===== src/rtl/approx_err_pkg.sv =====
// ---------------------------------------------------------------------------
// approx_err_pkg : shared FSM state type and saturating-add helper
// Rev 1.0
// ---------------------------------------------------------------------------
`default_nettype none

package approx_err_pkg;

  typedef enum logic [1:0] {
    ST_RUN    = 2'd0,
    ST_DRAIN  = 2'd1,
    ST_REPORT = 2'd2
  } state_t;

  // Widths up to 64 bits; the result clamps at 2^width-1 instead of wrapping.
  function automatic logic [63:0] sat_add(input logic [63:0] acc,
                                          input logic [63:0] inc,
                                          input int unsigned width);
    logic [64:0] sum;
    logic [64:0] lim;
    sum = {1'b0, acc} + {1'b0, inc};
    lim = (65'd1 << width) - 65'd1;
    sat_add = (sum > lim) ? lim[63:0] : sum[63:0];
  endfunction

endpackage

`default_nettype wire


===== src/rtl/err_distance.sv =====
// ---------------------------------------------------------------------------
// err_distance : exact modulo-2^N sum and error distance to the approximate sum
// Rev 1.0
// ---------------------------------------------------------------------------
`default_nettype none

module err_distance #(
  parameter int N = 16
) (
  input  logic [N-1:0] a,
  input  logic [N-1:0] b,
  input  logic [N-1:0] approx_sum,
  output logic [N-1:0] ed,
  output logic         mismatch
);

  logic [N-1:0] w_exact;

  assign w_exact  = a + b;
  assign mismatch = (w_exact != approx_sum);

  always_comb begin
    ed = '0;
    if (w_exact >= approx_sum) ed = w_exact - approx_sum;
    else                       ed = approx_sum - w_exact;
  end

endmodule

`default_nettype wire


===== src/rtl/approx_err_monitor.sv =====
// ---------------------------------------------------------------------------
// approx_err_monitor : streaming accuracy statistics for an approximate adder
// Rev 1.0
// ---------------------------------------------------------------------------
`default_nettype none

module approx_err_monitor
  import approx_err_pkg::*;
#(
  parameter int N     = 16,
  parameter int CNT_W = 32,
  parameter int ACC_W = 48
) (
  input  logic             clk,
  input  logic             rst_n,
  input  logic             in_valid,
  output logic             in_ready,
  input  logic [N-1:0]     a,
  input  logic [N-1:0]     b,
  input  logic [N-1:0]     approx_sum,
  input  logic             clear_stats,
  input  logic             dump_req,
  output logic             out_valid,
  input  logic             out_ready,
  output logic [CNT_W-1:0] sample_cnt,
  output logic [CNT_W-1:0] err_cnt,
  output logic [ACC_W-1:0] ed_sum,
  output logic [N-1:0]     max_ed
);

  state_t       r_state;
  logic         r_s1_valid;
  logic [N-1:0] r_s1_a;
  logic [N-1:0] r_s1_b;
  logic [N-1:0] r_s1_approx;
  logic         r_s2_valid;
  logic [N-1:0] r_s2_ed;
  logic         r_s2_err;
  logic [N-1:0] w_ed;
  logic         w_mismatch;
  logic         w_accept;
  logic         w_clr;
  logic         w_pipe_empty;

  assign w_accept     = in_valid && in_ready;
  assign w_clr        = clear_stats && (r_state == ST_RUN);
  assign w_pipe_empty = !w_accept && !r_s1_valid && !r_s2_valid;

  // S1: registered sample; distance computed from the registered operands
  always_ff @(posedge clk or negedge rst_n) begin
    if (!rst_n) begin
      r_s1_valid  <= 1'b0;
      r_s1_a      <= '0;
      r_s1_b      <= '0;
      r_s1_approx <= '0;
    end else begin
      r_s1_valid <= w_accept && !w_clr;
      if (w_accept) begin
        r_s1_a      <= a;
        r_s1_b      <= b;
        r_s1_approx <= approx_sum;
      end
    end
  end

  err_distance #(.N(N)) u_err_distance (
    .a          (r_s1_a),
    .b          (r_s1_b),
    .approx_sum (r_s1_approx),
    .ed         (w_ed),
    .mismatch   (w_mismatch)
  );

  always_ff @(posedge clk or negedge rst_n) begin
    if (!rst_n) begin
      r_s2_valid <= 1'b0;
      r_s2_ed    <= '0;
      r_s2_err   <= 1'b0;
    end else begin
      r_s2_valid <= r_s1_valid && !w_clr;
      r_s2_ed    <= w_ed;
      r_s2_err   <= w_mismatch;
    end
  end

  // Accumulators double as the report fields; nothing moves them in REPORT.
  always_ff @(posedge clk or negedge rst_n) begin
    if (!rst_n) begin
      sample_cnt <= '0;
      err_cnt    <= '0;
      ed_sum     <= '0;
      max_ed     <= '0;
    end else if (w_clr) begin
      sample_cnt <= '0;
      err_cnt    <= '0;
      ed_sum     <= '0;
      max_ed     <= '0;
    end else if (r_s2_valid) begin
      sample_cnt <= CNT_W'(sat_add(64'(sample_cnt), 64'd1, CNT_W));
      err_cnt    <= CNT_W'(sat_add(64'(err_cnt), 64'(r_s2_err), CNT_W));
      ed_sum     <= ACC_W'(sat_add(64'(ed_sum), 64'(r_s2_ed), ACC_W));
      if (r_s2_ed > max_ed) max_ed <= r_s2_ed;
    end
  end

  // An empty pipeline skips DRAIN; otherwise leave once S1 has drained,
  // since the final S2 update lands on the same edge as the REPORT entry.
  always_ff @(posedge clk or negedge rst_n) begin
    if (!rst_n) begin
      r_state   <= ST_RUN;
      in_ready  <= 1'b1;
      out_valid <= 1'b0;
    end else begin
      unique case (r_state)
        ST_RUN: begin
          if (dump_req && !w_clr) begin
            in_ready <= 1'b0;
            if (w_pipe_empty) begin
              r_state   <= ST_REPORT;
              out_valid <= 1'b1;
            end else begin
              r_state <= ST_DRAIN;
            end
          end
        end
        ST_DRAIN: begin
          if (!r_s1_valid) begin
            r_state   <= ST_REPORT;
            out_valid <= 1'b1;
          end
        end
        ST_REPORT: begin
          if (out_ready) begin
            r_state   <= ST_RUN;
            out_valid <= 1'b0;
            in_ready  <= 1'b1;
          end
        end
        default: begin
          r_state   <= ST_RUN;
          out_valid <= 1'b0;
          in_ready  <= 1'b1;
        end
      endcase
    end
  end

endmodule

`default_nettype wire


===== config.mk =====
export PLATFORM = sky130hd
export DESIGN_NAME = approx_err_monitor
export DESIGN_NICKNAME = d
export VERILOG_FILES = /design/src/rtl/approx_err_pkg.sv /design/src/rtl/err_distance.sv /design/src/rtl/approx_err_monitor.sv
export SDC_FILE = /design/constraint.sdc
export NUM_CORES = 1
export LEC_CHECK = 0
export ABC_CLOCK_PERIOD_IN_PS = 3700
export CORE_ASPECT_RATIO = 1.2
export CORE_UTILIZATION = 45
export DETAILED_ROUTE_END_ITERATION = 8
export GPL_TIMING_DRIVEN = 0
export PLACE_DENSITY_LB_ADDON = 0.12
export SYNTH_ARGS = -nofsm -noshare
export SYNTH_HDL_FRONTEND = slang
export SYNTH_HIERARCHICAL = 1
export SYNTH_SLANG_ARGS = --single-unit

===== constraint.sdc =====
create_clock -name clk -period 3.7 [get_ports clk]
set_input_delay 0.74 -clock clk [delete_from_list [all_inputs] [get_ports clk]]
set_output_delay 0.74 -clock clk [all_outputs]
set_load 0.02 [all_outputs]

==> results.txt, run 1 <==
Top Metal Used - met4
CP Buf/Inv Count - 4
Leading area contributor after synthesis - dfrtp_1
DIE HEIGHT - 188 um
Diodes inserted - 0
Via-per-instance ratio - 5.96
Setup CP Type - reg2reg
Critical-path cell list - ha_4 > buf_4 > a211oi_2 > o21bai_1 > a21oi_2 > nor2_2 > a221o_1 > a21oi_2 > xnor2_1 > ha_1 > buf_6 > nand4_4 > nor4_4 > nor3_4 > o221ai_4 > buf_12 > buf_16 > mux2i_1 > xnor2_1
Clock skew - 9.87 ps
Flops & latches, synth - 199
Largest net degree at the start of global routing - 113
CP startpoint kind - register
CP Max Fanout - 9
DR DRC count - 0
Ys Warns - 6
Post-Synthesis Cells - 1,404
Chip Width - 157 um
Final Setup Violations - 15
Switching Power - 0.00943 W
H-tree depth - 4
Status - complete, but fails checks
Synth top area share - 38.0%
Power share of the clock group - 10.8%
Core Box Area - 28,300 um^2
Initial antenna violation count - 0
Clock latency at the later pin of the worst-skew pair - 440 ps
Unrepaired setup endpoints after global routing - yes
Routability cong. - 0.942
Count of buffers from port buffering - 183
Worst-Margin Slew - 1320 ps
Antenna-violating nets left - 0
Maxcap violations - 0
Crit path max-delay cell type - nor4_4
Synth cell types - 87
Final WL - 41.0 mm
CTS buffer count - 17
Hold crit path type - in2async
Final min period - 4050 ps
FFs w/ async S/R, synth - 100%
Rel. slew slack - 10.9%
Fillers - 2,595
Power Total - 0.0202 W
VDD IR-drop max - 0.905 mV
Final period util - 110%
Flop pwr share - 16.7%
TritonCTS clock tree - done
CTS Sinks - 199
WL/cell - 20.2 um
Sw Share - 46.6%
CP max stage delay - 450 ps
Metal2 WL - 21.5 mm
Metal3 WL - 2.05 mm
Root Buffer - clkbuf_16
Arrival @ worst endpoint - 4410 ps
Placement Setup Slack - -734 ps
Vias in the first global route - 11.8k
Commonest non-fill, non-tap cell in the layout - dfrtp_1
Met1 WL - 16.0 mm
Fin. Hold Viols - 0
Clk pin slew, worst setup/hold paths - 70 ps
Num rows - 67
Initial DRC count - 778
Fmax - 247 MHz
Slack of the critical path - -355 ps
CP Capture Type - register
Synth Cell Area - 13,000 um^2
Int Power - 0.0108 W
Slew Limit Fails - 0
First-pass iteration count of the detailed router - 5
Layout cells sized above 1 - 12.9%
Hold WS - 297 ps
Total global routing track utilization - 28.0%
HPWL Detailed - 30.6 mm
Syn Nets - 1,544
Post-synth top flop - dfrtp_1
Hold buffers post-CTS - 0
Logic pwr share - 72.5%
First-pass GRT wire length - 63.9 mm
DR vias - 12.1k
Area Overhead vs Synth - 27.3%
TNS Setup - -4210 ps
Initial Util - 46.2%
Cell leakage power - 6.94 nW
Most frequent cells in the layout - dfrtp_1 (198), clkdlybuf4s50_1 (182), nor2_1 (107)
DIE AREA - 29,700 um^2
CP delay by family, top - compound AO/OA/AOI/OAI gates
Post-synth EDFFs - 0
Post-synthesis sequential area ratio - 38.2%
Nets - 1,776
Total grt overflow - 0
Clock Tree Buf Depth - 2
IO Pins - 184
Mean Syn Cell Area - 9.29 um^2
Synth top area cells - dfrtp_1 (38%), ha_1 (7.9%), mux2_2 (4.2%)
Failing checks - setup timing
Power Density - 1220 nW/um^2
Worst Path Required - 4050 ps
[Yosys cell counts, types with 5 or more instances]
| cell type | number |
|---|---|
| nor3_1 | 36 |
| a311oi_1 | 15 |
| nand2_1 | 78 |
| o22ai_1 | 7 |
| nor2b_1 | 9 |
| buf_4 | 6 |
| buf_2 | 13 |
| dfrtp_1 | 198 |
| a21o_1 | 25 |
| o31ai_1 | 5 |
| clkbuf_1 | 49 |
| and2_1 | 16 |
| a211oi_1 | 18 |
| nor2_1 | 109 |
| nand2b_1 | 7 |
| o211a_1 | 9 |
| a21oi_1 | 98 |
| buf_1 | 6 |
| inv_1 | 66 |
| a31oi_1 | 44 |
| nor4_1 | 13 |
| o21a_1 | 22 |
| o21ai_0 | 88 |
| nand4_1 | 43 |
| o221a_2 | 5 |
| o21bai_1 | 8 |
| a41oi_1 | 9 |
| mux2i_1 | 26 |
| nand3_1 | 45 |
| xnor2_1 | 28 |
| and4_1 | 15 |
| ha_1 | 82 |
| mux2_2 | 49 |
| xor2_1 | 26 |
| and3_1 | 39 |
[power groups by stage]
stage	Combinational [W]	Clock, W	Sequential [W]
detailed placement	0.0121	0	0.00339
floorplan	0.00915	0	0.00339
CTS	0.0140	0.00223	0.00335
global placement	0.0119	0	0.00337
global route	0.0159	0.00231	0.00344
finish	0.0147	0.00219	0.00337
[cell type report]
type	count	area [um^2]	share of cell area (%)
multi-input cells	1061	7720	46.5
flip-flops and latches	199	4980	30.0
repair buffers	213	2120	12.8
well taps	379	474	2.86
clock buffers	21	470	2.83
plain buffers	77	368	2.22
inverters	67	251	1.51
clock inverters	11	216	1.30
[sequential cells by signal (all words and copies together), names as in the netlist]
| signal | flops |
|---|---|
| r_s2_ed | 16 |
| ed_sum | 48 |
| in_ready | 1 |
| err_cnt | 32 |
| r_s1_b | 16 |
| r_s1_a | 16 |
| r_s1_valid | 1 |
| sample_cnt | 32 |
| out_valid | 1 |
| r_s1_approx | 16 |
| r_state | 2 |
| r_s2_err | 1 |
| r_s2_valid | 1 |
| max_ed | 16 |
[stage by stage]
stage / cell area (um^2) / instances / utilization (%)
floorplan: 13100 / 1404 / -
global placement: 15400 / 1966 / 54.4
detailed placement: 15400 / 1967 / 54.5
CTS: 16400 / 2023 / 58.2
global route: 16600 / 2028 / 58.8
finish: 16600 / 2028 / 58.8
[worst reg2reg max path: stages (launching register included)]
cell and delay (ps):
dfrtp_1 420, ha_4 180, buf_4 130, a211oi_2 210
o21bai_1 140, a21oi_2 230, nor2_2 70, a221o_1 360
a21oi_2 200, xnor2_1 100, ha_1 290, buf_6 140
nand4_4 160, nor4_4 450, nor3_4 110, o221ai_4 140
buf_12 160, buf_16 110, mux2i_1 210, xnor2_1 140
[final timing paths]
kind / from / to / slack (ps) / depth (start not counted)
setup / recovery: r_s1_a[0] / r_s2_ed[10] / -350 / 19
hold / removal: rst_n / ed_sum[33] / 300 / 1
setup reg to reg: r_s1_a[0] / r_s2_ed[10] / -350 / 19
hold reg to reg: r_s1_valid / r_s2_valid / 490 / 1
max in group asynchronous: rst_n / r_s1_a[15] / 2370 / 2
min in group clk: r_s1_valid / r_s2_valid / 490 / 1
[routing by layer]
layer	vias up	GRT usage, %
met2	389	51.1
met1	5925	32.1
met5	-	0
li1	5674	-
met3	100	3.70
met4	0	12.4
[cell families after synthesis]
| family | after synthesis | synth area share (%) |
|---|---|---|
| xor+xnor | 54 | 3.63 |
| mux | 75 | 6.23 |
| simple gates | 444 | 18.2 |
| fa+ha+maj | 86 | 8.48 |
| flops | 199 | 38.2 |
| buf+inv | 144 | 4.61 |
| compound gates | 402 | 20.7 |
[timing repair]
item	in CTS	in global routing
pin swaps	23	8
setup endpoints to repair	25	26
gates cloned	2	0
gates resized for setup	33	24
endpoints found under the hold margin	0	0
setup buffers	25	7
Power figures use the tool's default switching activity.
==> run 2: changes to the inputs <==
- ABC_CLOCK_PERIOD_IN_PS: 3700 -> 4300
- CORE_ASPECT_RATIO: 1.2 -> unset
- clock period: 3.7 -> 4.3 ns (I/O delays scaled with it)
==> results.txt, run 2 (synthesis results as in run 1) <==
Status - finished, final reports clean
First-pass GRT wire length - 62.1 mm (-2.8%)
Final WL - 39.9 mm (-2.7%)
Logic pwr share - 71.3% (-1.2 points)
Rel. slew slack - 30.7% (+20 points)
Hold WS - 438 ps (+141 ps)
Power Density - 968 nW/um^2 (-20%)
Worst r2r path cells - 18 (-1)
Clock Tree Buf Depth - 2 (unchanged)
CP Max Fanout - 9 (unchanged)
Clk pin slew, worst setup/hold paths - 80 ps (about the same)
Antenna-violating nets left - 0 (unchanged)
Fin. Hold Viols - 0 (unchanged)
Worst-Margin Slew - 1030 ps (-294 ps)
DR vias - 12.0k (-0.94%)
Maxcap violations - 0 (unchanged)
CP startpoint kind - register
Via-per-instance ratio - 5.98 (+0.29%)
Crit path max-delay cell type - dfrtp_1
CP max stage delay - 420 ps (-30 ps)
Setup CP Type - reg2reg
Vias in the first global route - 11.2k (-5.3%)
Final min period - 4100 ps (+46.2 ps)
VDD IR-drop max - 0.963 mV (+6.5%)
Nets - 1,753 (-1.3%)
Most flops, register - ed_sum
IO Pins - 184 (unchanged)
Root Buffer - clkbuf_16
Largest net degree at the start of global routing - 108 (-4.4%)
Biggest regs - ed_sum (48), err_cnt (32), sample_cnt (32)
CP Capture Type - register
Total global routing track utilization - 27.2% (-0.81 points)
WL/cell - 19.9 um (-1.4%)
DR DRC count - 0 (unchanged)
Slew Limit Fails - 0 (unchanged)
Switching Power - 0.00769 W (-18%)
Clock skew - 18.2 ps (+8.38 ps)
Int Power - 0.00785 W (-27%)
Initial antenna violation count - 1 (+1)
Initial DRC count - 997 (+28%)
First-pass iteration count of the detailed router - 5 (unchanged)
Commonest non-fill, non-tap cell in the layout - dfrtp_1
Hold buffers post-CTS - 0 (unchanged)
Final Setup Violations - 0 (-15)
Area after DPL - 15,400 um^2 (about the same)
Power share of the clock group - 10.0% (-0.8 points)
DIE AREA - 29,700 um^2 (about the same)
Power Total - 0.0155 W (-23%)
Critical-path cell list - ha_1 > a211oi_1 > o21bai_1 > a21oi_2 > nor2_1 > a221o_1 > a21oi_2 > xnor2_1 > ha_1 > buf_6 > a211oi_4 > nor3b_1 > nor3_4 > o221ai_4 > buf_6 > a311oi_2 > a31oi_2 > xor2_1
CTS Sinks - 199 (unchanged)
Clock latency at the later pin of the worst-skew pair - 440 ps (about the same)
HPWL Detailed - 29.9 mm (-2.3%)
Arrival @ worst endpoint - 4420 ps (about the same)
Flop pwr share - 18.7% (+2.0 points)
Worst Path Required - 4620 ps (+570 ps)
Design area - 16,000 um^2 (-3.4%)
Routability cong. - 0.936 (-0.64%)
Max FFs per register - 48 (unchanged)
Most frequent cells in the layout - dfrtp_1 (198), clkdlybuf4s50_1 (182), nor2_1 (108)
Chip Width - 172 um (+9.4%)
Count of buffers from port buffering - 183 (unchanged)
CTS buffer count - 17 (unchanged)
Sw Share - 49.5% (+2.8 points)
Layout cells sized above 1 - 10.0% (-2.8 points)
Area Overhead vs Synth - 23.1%
Num rows - 61 (-9.0%)
Initial Util - 46.3% (+0.14 points)
R2R Setup Slk - 200 ps (+550 ps)
H-tree depth - 4 (unchanged)
Final period util - 95.4% (-14 points)
Hold crit path type - in2async
Cell leakage power - 6.69 nW (-3.6%)
DIE HEIGHT - 172 um (-8.6%)
Core Box Area - 28,200 um^2 (-0.31%)
TritonCTS clock tree - done
Fmax - 244 MHz (-1.1%)
Total grt overflow - 0 (unchanged)
[run 2: changes by cell type in the layout (fill, tap and decap cells not counted), moves of 4 or more]
cell / before / now
buf_4: 29 / 11
bufinv_16: 6 / 0
ha_1: 76 / 80
inv_6: 2 / 6
[run 2: layout make-up]
type | count | area, um^2
diodes | 1 | 2.50
plain buffers | 77 | 350
clock buffers | 17 | 425
clock inverters | 13 | 113
fillers | 2516 | 12100
inverters | 67 | 251
multi-input cells | 1061 | 7540
flip-flops and latches | 199 | 4980
well taps | 378 | 473
repair buffers | 190 | 1910
[run 2: critical path, delay by kind of cell (launching register included)]
family / cells / cell delay, ps
compound gates: 9 / 1840
fa+ha+maj: 2 / 590
xor+xnor: 2 / 310
buf+inv: 2 / 330
simple gates: 3 / 500
flops: 1 / 420
[run 2: per-stage QoR]
stage          util (%)  worst slack, ps  instances  TNS [ps]
3_3_place_gp       54.5            -6130       1965  -1212360
5_1_grt            57.0            -3.93       2003     -3.93
2_1_floorplan         -              427       1404         0
3_5_place_dp       54.6            -58.5       1966      -108
4_1_cts            56.6             72.0       1998         0
6_report           57.0              199       2003         0
[run 2: power groups by stage]
stage	Sequential (W)	Combinational (W)	Clock, W
after detailed placement	0.00294	0.0105	0
after global routing	0.00296	0.0122	0.00164
after global placement	0.00293	0.0103	0
after CTS	0.00290	0.0107	0.00158
after floorplan	0.00291	0.00786	0
final	0.00291	0.0111	0.00155
[run 2: path summary, 6_finish.rpt]
kind | start | end
min in group clk | r_s1_valid | r_s2_valid
max | r_s1_a[1] | r_s2_ed[7]
max in group asynchronous | rst_n | r_s1_approx[9]
min reg2reg | r_s1_valid | r_s2_valid
min | rst_n | ed_sum[38]
max reg2reg | r_s1_a[1] | r_s2_ed[7]
[run 2: metal layers]
| layer | vias up | global-route usage (%) | wire length (um) |
|---|---|---|---|
| met5 | - | 0 | 0 |
| met4 | 0 | 7.31 | 849 |
| met3 | 51 | 3.82 | 2370 |
| met2 | 440 | 44.9 | 19100 |
| met1 | 5865 | 37.1 | 17500 |
| li1 | 5618 | - | - |
[run 2: timing repair]
item | in CTS | in global routing
gates cloned | 1 | 0
endpoints found under the setup margin | 7 | 13
resized for setup | 3 | 15
pin swaps | 4 | 6
setup buffers | 1 | 4
endpoints found under the hold margin | 0 | 0
==> run 3: changes to the inputs <==
- CORE_MARGIN: unset -> 2
- CORE_UTILIZATION: 45 -> 35
- GPL_TIMING_DRIVEN: 0 -> unset
==> results.txt, run 3 (synthesis results as in run 1) <==
Unrepaired setup endpoints after global routing - yes
Initial Util - 35.6% (-11 points)
Initial antenna violation count - 0 (-1)
Clock latency at the later pin of the worst-skew pair - 450 ps (about the same)
Crit path max-delay cell type - fa_1
Design area - 16,100 um^2 (+0.29%)
Core Box Area - 36,600 um^2 (+30%)
Crit path to - r_s2_ed[14]
First-pass iteration count of the detailed router - 5 (unchanged)
HPWL Detailed - 28.5 mm (-4.8%)
CP max stage delay - 410 ps (about the same)
Metal3 WL - 1.35 mm (-43%)
Area after DPL - 15,400 um^2 (about the same)
Antenna-violating nets left - 0 (unchanged)
Clk pin slew, worst setup/hold paths - 80 ps (about the same)
CTS Sinks - 199 (unchanged)
Vias in the first global route - 11.3k (+0.98%)
Crit path top cell by count - a21o_1
Fin cells - 2,038 (+1.7%)
Most frequent cells in the layout - dfrtp_1 (197), clkdlybuf4s50_1 (182), nor2_1 (109)
Clock skew - 9.06 ps (-9.19 ps)
Flop pwr share - 19.1% (+0.4 points)
Worst flop-to-flop path startpoint - r_s1_a[0]
Placement Setup Slack - 142 ps (+200 ps)
DR DRC count - 0 (unchanged)
Root Buffer - clkbuf_16
Instance count on the critical path - 18 (unchanged)
TNS Setup - 0 ps (unchanged)
CP startpoint kind - register
Power Density - 951 nW/um^2 (-1.7%)
Initial DRC count - 712 (-29%)
Setup CP Type - reg2reg
Status - finished, final reports clean
Fin. Hold Viols - 0 (unchanged)
TritonCTS clock tree - done
Area Overhead vs Synth - 23.4%
Sw Share - 46.9% (-2.5 points)
Worst Path Required - 4630 ps (about the same)
Logic pwr share - 68.9% (-2.4 points)
Critical R2R Capture - r_s2_ed[14]
Critical-path cell list - ha_1 > fa_1 > a21o_1 > a21oi_2 > o21ai_0 > and2_1 > a41o_1 > a21o_1 > xor2_2 > ha_4 > nor2_1 > nor3b_1 > nor3_2 > o221ai_2 > buf_4 > a311oi_1 > a21oi_1 > xor2_1
Layout cells sized above 1 - 10.4% (+0.41 points)
Num rows - 70 (+15%)
Final min period - 4040 ps (-65.7 ps)
Final WL - 38.6 mm (-3.2%)
Worst-Margin Slew - 1090 ps (+64.7 ps)
Commonest non-fill, non-tap cell in the layout - dfrtp_1
Worst r2r path cells - 18 (unchanged)
CTS buffer count - 17 (unchanged)
CP delay by family, top - compound AO/OA/AOI/OAI gates
Met1 WL - 17.6 mm (+0.29%)
Cells after DPL - 2,006 (+2.0%)
Arrival @ worst endpoint - 4370 ps (-50 ps)
Via-per-instance ratio - 5.55 (-7.2%)
Biggest regs - ed_sum (48), err_cnt (32), sample_cnt (32)
DIE AREA - 38,800 um^2 (+31%)
Metal2 WL - 19.3 mm (+0.88%)
Max FFs per register - 48 (unchanged)
Count of buffers from port buffering - 183 (unchanged)
R2R Setup Slk - 260 ps (+70 ps)
Power Total - 0.0153 W (-1.4%)
Chip Width - 197 um (+14%)
Int Power - 0.00812 W (+3.5%)
Total global routing track utilization - 20.3% (-6.9 points)
IO Pins - 184 (unchanged)
Slack of the critical path - 265 ps (+65.7 ps)
CP Capture Type - register
VDD IR-drop max - 0.748 mV (-22%)
Diodes inserted - 0 (-1)
Total grt overflow - 0 (unchanged)
Final Setup Violations - 0 (unchanged)
Final period util - 93.8% (-1.5 points)
Slew Limit Fails - 0 (unchanged)
Switching Power - 0.00719 W (-6.5%)
First-pass GRT wire length - 62.7 mm (+1.0%)
CP Buf/Inv Count - 1 (-1)
Top Metal Used - met4
Nets - 1,698 (-3.1%)
Fmax - 248 MHz (+1.6%)
Maxcap violations - 0 (unchanged)
Power share of the clock group - 12.0% (+2.0 points)
DIE HEIGHT - 197 um (+14%)
Clock Tree Buf Depth - 2 (unchanged)
CP Max Fanout - 4 (-5)
H-tree depth - 4 (unchanged)
Routability cong. - 0.889 (-5.0%)
Hold crit path type - in2async
Largest net degree at the start of global routing - 74 (-31%)
WL/cell - 18.9 um (-4.9%)
Most flops, register - ed_sum
Worst setup path start - r_s1_a[0]
Rel. slew slack - 26.8% (-3.9 points)
Cell leakage power - 6.69 nW (about the same)
DR vias - 11.3k (-5.6%)
==> run 3: cell types whose count changed in the layout (fill, tap and decap cells not counted), sizes merged <==
cell,change
clkinvlp,-2
inv,-5
bufinv,+5
clkbuf,-46
clkinv,+1
buf,-7
diode,-1
==> run 3: through the flow <==
| step | hold WS, ps | utilization, % |
|---|---|---|
| global route | 424 | 44.0 |
| floorplan | 454 | - |
| finish | 410 | 44.0 |
| detailed placement | 493 | 42.0 |
| CTS | 400 | 43.8 |
| global placement | 488 | 42.0 |
==> run 3: per-layer routing <==
metal  up-vias  global-route usage, %
met3        24                   3.06
li1       5516                      -
met5         -                      0
met2       212                   35.2
met1      5551                   26.7
met4         0                   4.46
==> run 3: what timing repair did <==
item	CTS	global route
endpoints found under the setup margin	0	13
setup buffers	0	1
hold buffers	0	0
gates resized for setup	0	9
==> run 3: final cells by class <==
cell class,count,area (um^2)
Sequential cell,199,4980
Fill cell,3626,20500
Clock inverter,12,196
Multi-Input combinational cell,1061,7520
Tap cell,468,586
Timing Repair Buffer,212,2100
Inverter,67,251
Clock buffer,19,453
==> run 3: worst register-to-register path, cell delays in order (launching register included) <==
cell and delay, ps:
dfrtp_1 380, ha_1 240, fa_1 410, a21o_1 210, a21oi_2 160, o21ai_0 130
and2_1 210, a41o_1 240, a21o_1 200, xor2_2 190, ha_4 250, nor2_1 120
nor3b_1 90, nor3_2 250, o221ai_2 180, buf_4 180, a311oi_1 240, a21oi_1 80
xor2_1 140
==> run 3: how the worst min path moves through the flow <==
stage / slack [ps] / from / end
after floorplan: 450 / r_s1_valid / r_s2_valid
after global placement: 490 / out_valid / out_valid
after detailed placement: 490 / out_valid / out_valid
after CTS: 400 / rst_n / ed_sum[30]
after global routing: 420 / rst_n / ed_sum[35]
final: 410 / rst_n / ed_sum[30]
==> run 3: power by group through the flow <==
stage	registers, W	logic [W]	clock network, W
CTS	0.00294	0.0104	0.00189
global placement	0.00297	0.0103	0
global route	0.00301	0.0117	0.00196
floorplan	0.00291	0.00786	0
finish	0.00293	0.0105	0.00183
detailed placement	0.00298	0.0104	0
